===== config.mk =====
export PLATFORM = sky130hd
export DESIGN_NAME = serial_subtractor_flat
export DESIGN_NICKNAME = d
export VERILOG_FILES = /design/src/rtl/serial_subtractor_if.sv /design/src/rtl/serial_subtractor.sv /design/src/flat_wrapper.sv
export SDC_FILE = /design/constraint.sdc
export NUM_CORES = 1
export LEC_CHECK = 0
export CORE_MARGIN = 1.5
export CORE_UTILIZATION = 46
export CTS_BUF_LIST = sky130_fd_sc_hd__clkbuf_8
export CTS_CLUSTER_DIAMETER = 120
export DETAILED_ROUTE_END_ITERATION = 8
export MAX_ROUTING_LAYER = met4
export PLACE_DENSITY = 0.76
export SYNTH_ARGS = -nofsm -noshare
export SYNTH_HDL_FRONTEND = slang
export SYNTH_SLANG_ARGS = --single-unit

===== constraint.sdc =====
create_clock -name clk -period 1.5 [get_ports clk]
set_input_delay 0.225 -clock clk [delete_from_list [all_inputs] [get_ports clk]]
set_output_delay 0.225 -clock clk [all_outputs]
set_load 0.01 [all_outputs]

===== src/rtl/serial_subtractor_if.sv =====
// ----------------------------------------------------------------------------
// serial_subtractor_if
//   Request/result bundle for the bit-serial subtractor.
//   master : controller side, drives start/a/b/bin and observes status/results
//   slave  : subtractor side, samples the request and drives busy/done/results
//   start  request pulse (or level for back-to-back operation)
//   a, b   minuend / subtrahend, WIDTH bits
//   bin    borrow-in
//   busy   high while the subtractor is stepping through bits
//   done   one-cycle pulse, results valid
//   diff   a - b - bin modulo 2^WIDTH
//   bout   unsigned borrow-out
//   ovf    two's-complement overflow
// ----------------------------------------------------------------------------
interface serial_subtractor_if #(
  parameter int WIDTH = 4
);
  logic             start;
  logic [WIDTH-1:0] a;
  logic [WIDTH-1:0] b;
  logic             bin;
  logic             busy;
  logic             done;
  logic [WIDTH-1:0] diff;
  logic             bout;
  logic             ovf;

  modport master (
    output start, a, b, bin,
    input  busy, done, diff, bout, ovf
  );

  modport slave (
    input  start, a, b, bin,
    output busy, done, diff, bout, ovf
  );
endinterface


===== src/rtl/serial_subtractor.sv =====
// ----------------------------------------------------------------------------
// serial_subtractor
//   Bit-serial subtractor: diff = a - b - bin, one bit per clock, LSB first,
//   through a single full-subtractor with a registered borrow. An operation
//   takes WIDTH RUN cycles followed by a one-cycle DONE; start sampled in
//   DONE chains the next operation without passing through IDLE.
//   clk    rising-edge clock
//   rst_n  asynchronous active-low reset; aborts any operation in flight
//   bus    serial_subtractor_if.slave (start/a/b/bin in, busy/done/diff/bout/ovf out)
// ----------------------------------------------------------------------------
module serial_subtractor #(
  parameter int WIDTH = 4
) (
  input  logic                  clk,
  input  logic                  rst_n,
  serial_subtractor_if.slave    bus
);

  localparam int CNT_W = $clog2(WIDTH);

  typedef enum logic [1:0] {
    S_IDLE = 2'd0,
    S_RUN  = 2'd1,
    S_DONE = 2'd2
  } state_e;

  state_e           state_q, state_d;
  logic [WIDTH-1:0] a_q, a_d;         // minuend, shifted right each RUN cycle
  logic [WIDTH-1:0] b_q, b_d;         // subtrahend, shifted right each RUN cycle
  logic [WIDTH-1:0] res_q, res_d;     // result bits enter at the MSB end
  logic [CNT_W-1:0] cnt_q, cnt_d;
  logic             br_q, br_d;       // running borrow
  logic             a_msb_q, a_msb_d; // operand sign bits, kept for ovf since
  logic             b_msb_q, b_msb_d; // the operands are shifted away
  logic [WIDTH-1:0] diff_q, diff_d;
  logic             bout_q, bout_d;
  logic             ovf_q, ovf_d;

  logic             d_bit;
  logic             br_nxt;
  logic [WIDTH-1:0] res_shift;

  // Full-subtractor on the current LSBs.
  assign d_bit     = a_q[0] ^ b_q[0] ^ br_q;
  assign br_nxt    = (~a_q[0] & b_q[0]) | (~(a_q[0] ^ b_q[0]) & br_q);
  assign res_shift = {d_bit, res_q[WIDTH-1:1]};

  // NOTE: every signal written here gets its hold value first, so no path
  // through the case can leave one unassigned and infer a latch.
  always_comb begin
    state_d = state_q;
    a_d     = a_q;
    b_d     = b_q;
    res_d   = res_q;
    cnt_d   = cnt_q;
    br_d    = br_q;
    a_msb_d = a_msb_q;
    b_msb_d = b_msb_q;
    diff_d  = diff_q;
    bout_d  = bout_q;
    ovf_d   = ovf_q;

    unique case (state_q)
      S_IDLE, S_DONE: begin
        if (bus.start) begin
          a_d     = bus.a;
          b_d     = bus.b;
          br_d    = bus.bin;
          a_msb_d = bus.a[WIDTH-1];
          b_msb_d = bus.b[WIDTH-1];
          res_d   = '0;
          cnt_d   = '0;
          state_d = S_RUN;
        end else begin
          state_d = S_IDLE;
        end
      end

      S_RUN: begin
        a_d   = a_q >> 1;
        b_d   = b_q >> 1;
        res_d = res_shift;
        br_d  = br_nxt;
        cnt_d = cnt_q + CNT_W'(1);
        if (cnt_q == CNT_W'(WIDTH - 1)) begin
          // Last bit: publish results on the same edge that enters DONE.
          // d_bit is the result MSB here.
          state_d = S_DONE;
          diff_d  = res_shift;
          bout_d  = br_nxt;
          ovf_d   = (a_msb_q ^ b_msb_q) & (d_bit ^ a_msb_q);
        end
      end

      default: state_d = S_IDLE;
    endcase
  end

  // NOTE: state uses non-blocking assignments so every register samples the
  // pre-edge values, independent of statement order.
  always_ff @(posedge clk or negedge rst_n) begin
    if (!rst_n) begin
      state_q <= S_IDLE;
      a_q     <= '0;
      b_q     <= '0;
      res_q   <= '0;
      cnt_q   <= '0;
      br_q    <= 1'b0;
      a_msb_q <= 1'b0;
      b_msb_q <= 1'b0;
      diff_q  <= '0;
      bout_q  <= 1'b0;
      ovf_q   <= 1'b0;
    end else begin
      state_q <= state_d;
      a_q     <= a_d;
      b_q     <= b_d;
      res_q   <= res_d;
      cnt_q   <= cnt_d;
      br_q    <= br_d;
      a_msb_q <= a_msb_d;
      b_msb_q <= b_msb_d;
      diff_q  <= diff_d;
      bout_q  <= bout_d;
      ovf_q   <= ovf_d;
    end
  end

  assign bus.busy = (state_q == S_RUN);
  assign bus.done = (state_q == S_DONE);
  assign bus.diff = diff_q;
  assign bus.bout = bout_q;
  assign bus.ovf  = ovf_q;

endmodule

===== src/flat_wrapper.sv =====
// flat-port wrapper written by rule: the top's interface ports become plain ports
module serial_subtractor_flat 
#(
  parameter int WIDTH = 4
)
  (clk, rst_n, bus_start, bus_a, bus_b, bus_bin, bus_busy, bus_done, bus_diff, bus_bout, bus_ovf);
  serial_subtractor_if #(.WIDTH(WIDTH)) bus_i ();
  input  logic clk;
  input  logic rst_n;
  input wire logic [$bits(bus_i.start)-1:0] bus_start;
  input wire logic [$bits(bus_i.a)-1:0] bus_a;
  input wire logic [$bits(bus_i.b)-1:0] bus_b;
  input wire logic [$bits(bus_i.bin)-1:0] bus_bin;
  output wire logic [$bits(bus_i.busy)-1:0] bus_busy;
  output wire logic [$bits(bus_i.done)-1:0] bus_done;
  output wire logic [$bits(bus_i.diff)-1:0] bus_diff;
  output wire logic [$bits(bus_i.bout)-1:0] bus_bout;
  output wire logic [$bits(bus_i.ovf)-1:0] bus_ovf;
  assign bus_i.start = bus_start;
  assign bus_i.a = bus_a;
  assign bus_i.b = bus_b;
  assign bus_i.bin = bus_bin;
  assign bus_busy = bus_i.busy;
  assign bus_done = bus_i.done;
  assign bus_diff = bus_i.diff;
  assign bus_bout = bus_i.bout;
  assign bus_ovf = bus_i.ovf;
  serial_subtractor #(.WIDTH(WIDTH)) u_core (.clk(clk), .rst_n(rst_n), .bus(bus_i));
endmodule

==> results <==
- The initial antenna violation count came to 0.
- The worst voltage drop across the vdd grid is 1240 uV.
- The hold buffer count at CTS is 0.
- For this block, the initial DRC count from the detailed router was 24.
- CTS built an H-tree with a depth of 1.
- Setup violations remaining at the end of the flow were counted as 0.
- 0 antenna diodes ended up in the layout.
- Relative to the synthesized area, the layout overhead comes to 31.6%.
- The maximum buffer depth of the clock tree is 2.
- The first TritonRoute pass finished after 4 iterations.
- The data arrival time of the worst path is 1.63 ns.
- After synthesis, the mean cell area works out to 11.1 sq um.
- The total via count in the routed design is 753.
- The number of pins exceeding their max-slew limit in the final report came to 0.
- The post-CTS clock slew at the launch and capture registers of the worst setup and hold paths is 0.08 ns.
- The via count of the first global-routing pass is 730.
- The kind of critical path is flop to flop.
- The overall fraction of global-route tracks in use is 0.180.
- The synthesized flop and latch total is 24.
- The post-detailed-route count of antenna-violating nets is 0.
- Entering global routing, the biggest net connects 25 pins.
- The fraction of synthesized cell area taken by the top area cell type is 0.588.
- The total grt overflow is 0.
- For the worst flop-to-flop path, the logic depth is 5.
- The floorplan step set the die height to 50.1 um.
- The category of the worst setup path launch point is a flop.
- The I/O pin total is 20.
- The netlist uses 23 different library cells.
- The number of hold violations in the final report is 0.
- After synthesis, the cell types taking the most area are dfrtp_1 59%, nand2_1 7.4%, a22o_1 5.1%.
- Buffers placed on the I/O ports in this run total 19.
- Counting the fill cells in the layout gives 163.
- The row count is 16.
- Yosys printed 0 warnings.
- The peak per-stage delay on the critical path is 0.62 ns.
- The effective utilization at floorplan is 0.505.
- Measured against its own limit, the worst slew margin works out to 0.761.
- For this design, the slowest cell found on the critical path is fa_2.
- The time the final worst path needs with I/O delays and setup is 1.44 ns.
- For this run, design rule violations remaining after detail routing come to 0.
- Clock latency on the worst-skew pair, taken at its later pin, is 0.26 ns.
- For this design, the sink count on the clock tree is 24.
- The worst setup path is captured at a flop.
- After the last flow step, the layout net total stands at 132.
- The register-to-register setup slack is 0.06 ns.
- At the pin with the least slew margin, the transition time is 0.358 ns.
- The root buffer cell is clkbuf_8.
- The placeable core area is 0.00202 sq mm.
- At the end of the flow the core is filled with cells to 0.665.
- The final weighted congestion of routability-driven global placement is 0.789.
- In the routed layout, each cell is associated on average with a via count of 5.23.
- Summed over all cells, the static leakage comes to 0.626 nW.
- The sum of net half-perimeters after detailed placement is 1.41 mm.
- The post-route total power is 3.00 mW.
- Based on the critical path, the design can be clocked at up to 695 MHz.
- The wire length of the first global-routing pass is 3.27 mm.
- The number of standard cells after synthesis is 92.
- Of the available clock period, the critical path in the final layout requires 0.960.
- The total clock buffers created by CTS is 3.
- The average detailed-routed wire length per instance is 13.7 um.
- The startpoint of the most critical setup path is u_core.b_q[0].
- The floorplan step set the die width to 50.1 um.
- The reported max-cap violation count is 0.
- The required arrival time at the worst endpoint is 1.69 ns.
- The routed wire length is 1.97 mm.
- The reg-to-reg startpoint is u_core.b_q[0].
- The capturing point of the worst reg2reg path is u_core.bus.ovf.
- The CTS tree is yes.
- The clock skew after layout is 0.00217 ns.
- The largest total area in the synthesized netlist belongs to dfrtp_1.
- The mapped netlist covers 0.00102 sq mm.
- Walking the worst path, the cells encountered are inv_2, fa_2, nor2b_4, a21oi_2, o21ai_1.
- In the final layout, the share of cells above drive strength 1 is 0.214.
- The class of the tightest hold or removal check is input port to async pin.
- The run finished with clean final reports.
- Along the worst path, the maximum fanout reaches 4.
- Power spread over the standard cell area amounts to 2230 mW/mm^2.
- The share of the Yosys chip area taken by registers is 0.588.
- The floorplan die area is 0.00251 sq mm.
- Synthesis produced a netlist with a net count of 106.
-- report_power, final --
group | internal [mW] | switching, mW | total, mW | leakage, nW
clock network | 0.234 | 0.195 | 0.429 | 0.0288
registers | 0.957 | 0.213 | 1.17 | 0.297
logic | 0.740 | 0.662 | 1.40 | 0.301
total | 1.93 | 1.07 | 3.00 | 0.626
-- worst max path at each step --
stage | to | slack, ns | depth (start not counted)
2_1_floorplan | u_core.bus.ovf | 0.16 | 5
3_3_place_gp | u_core.br_q | -0.01 | 4
3_5_place_dp | u_core.b_q[0] | -0.03 | 5
4_1_cts | u_core.bus.ovf | 0.06 | 5
5_1_grt | u_core.bus.ovf | -0.02 | 5
6_report | u_core.bus.ovf | 0.06 | 5
-- cells in the final DEF, fill, tap and decap left out, drive strengths merged --
cell           count
and2b              1
clkinv             1
a221o              1
nand2             20
mux2               4
nor2b              2
clkdlybuf4s50     17
fa                 1
o21ai              4
nand2b             2
a31oi              6
clkbuf             4
nand3b             1
buf                6
inv                3
nor3b              1
dlygate4sd2        2
a21oi              1
nor2               8
nand3              1
ha                 1
a22o               6
dfrtp             24
-- flip-flops by register name (all words and copies together) (netlist names) --
| name | cells |
|---|---|
| u_core.bus.ovf | 1 |
| u_core.b_q | 4 |
| u_core.cnt_q | 2 |
| u_core.a_q | 4 |
| u_core.bus.diff | 4 |
| u_core.res_q | 3 |
| u_core.br_q | 1 |
| u_core.bus.bout | 1 |
| u_core.state_q | 2 |
| u_core.a_msb_q | 1 |
| u_core.b_msb_q | 1 |
-- repair_timing --
| action | in CTS | in global routing |
|---|---|---|
| buffers inserted | 1 | 0 |
| pin swaps | 0 | 2 |
| gates resized for setup | 4 | 7 |
| endpoints found under the setup margin | 2 | 1 |
-- logic make-up (layout without fill, tap and decap cells) --
family          Yosys count  count (layout)  share of synthesized area
compound gates           18              18                      0.123
flops                    24              24                      0.588
buf+inv                   8              33                     0.0453
simple gates             36              36                      0.168
mux                       4               4                     0.0441
fa+ha+maj                 2               2                     0.0319
-- layout make-up --
class	count	area [sq um]	share of cell area
sequential	24	602	0.448
timing repair buffer	25	233	0.173
tap	27	33.8	0.0251
multi-input combinational	60	400	0.298
clock buffer	4	55.1	0.0410
inverter	4	20.0	0.0149
-- metrics by stage --
step	setup slack (ns)	TNS (ns)	area (sq um)	hold slack, ns	instances
after floorplan	0.164	0	1020	-0.0706	92
after global placement	-0.0140	-0.0140	1260	0.469	139
after detailed placement	-0.0331	-0.0390	1260	0.478	139
after CTS	0.0599	0	1330	0.322	144
after global routing	-0.0244	-0.0244	1340	0.338	144
final	0.0606	0	1340	0.317	144
-- cell usage after synthesis --
library cell  number
a21oi_1            1
nand3_1            1
and2b_1            1
nor2_4             1
nand2b_1           2
ha_1               1
nor2_1             7
mux2_2             4
fa_1               1
o21ai_0            4
buf_2              3
dfrtp_1           24
a31oi_1            6
clkinv_4           1
nor2b_1            1
a221o_1            1
buf_6              1
nand3b_2           1
nor2b_2            1
inv_1              3
nand2_1           20
a22o_1             6
nor3b_1            1
-- worst max-delay path, delay by kind of cell, from the launching register on --
| kind | cells | cell delay [ns] |
|---|---|---|
| AOI/OAI and AO/OA | 2 | 0.16 |
| buffers and inverters | 1 | 0.05 |
| DFF | 1 | 0.38 |
| adders and majority gates | 1 | 0.62 |
| and+or+nand+nor | 1 | 0.16 |
-- routing by layer --
| metal | GRT usage | vias up | routed length (um) | part of all wire |
|---|---|---|---|---|
| met5 | - | - | 0 | 0 |
| met4 | 0.0833 | 0 | 19 | 0.0096 |
| met3 | 0.0273 | 2 | 45 | 0.023 |
| met2 | 0.281 | 11 | 984 | 0.50 |
| met1 | 0.231 | 379 | 922 | 0.47 |
| li1 | - | 361 | - | - |
Note: power is estimated with default switching activity, not from simulation.
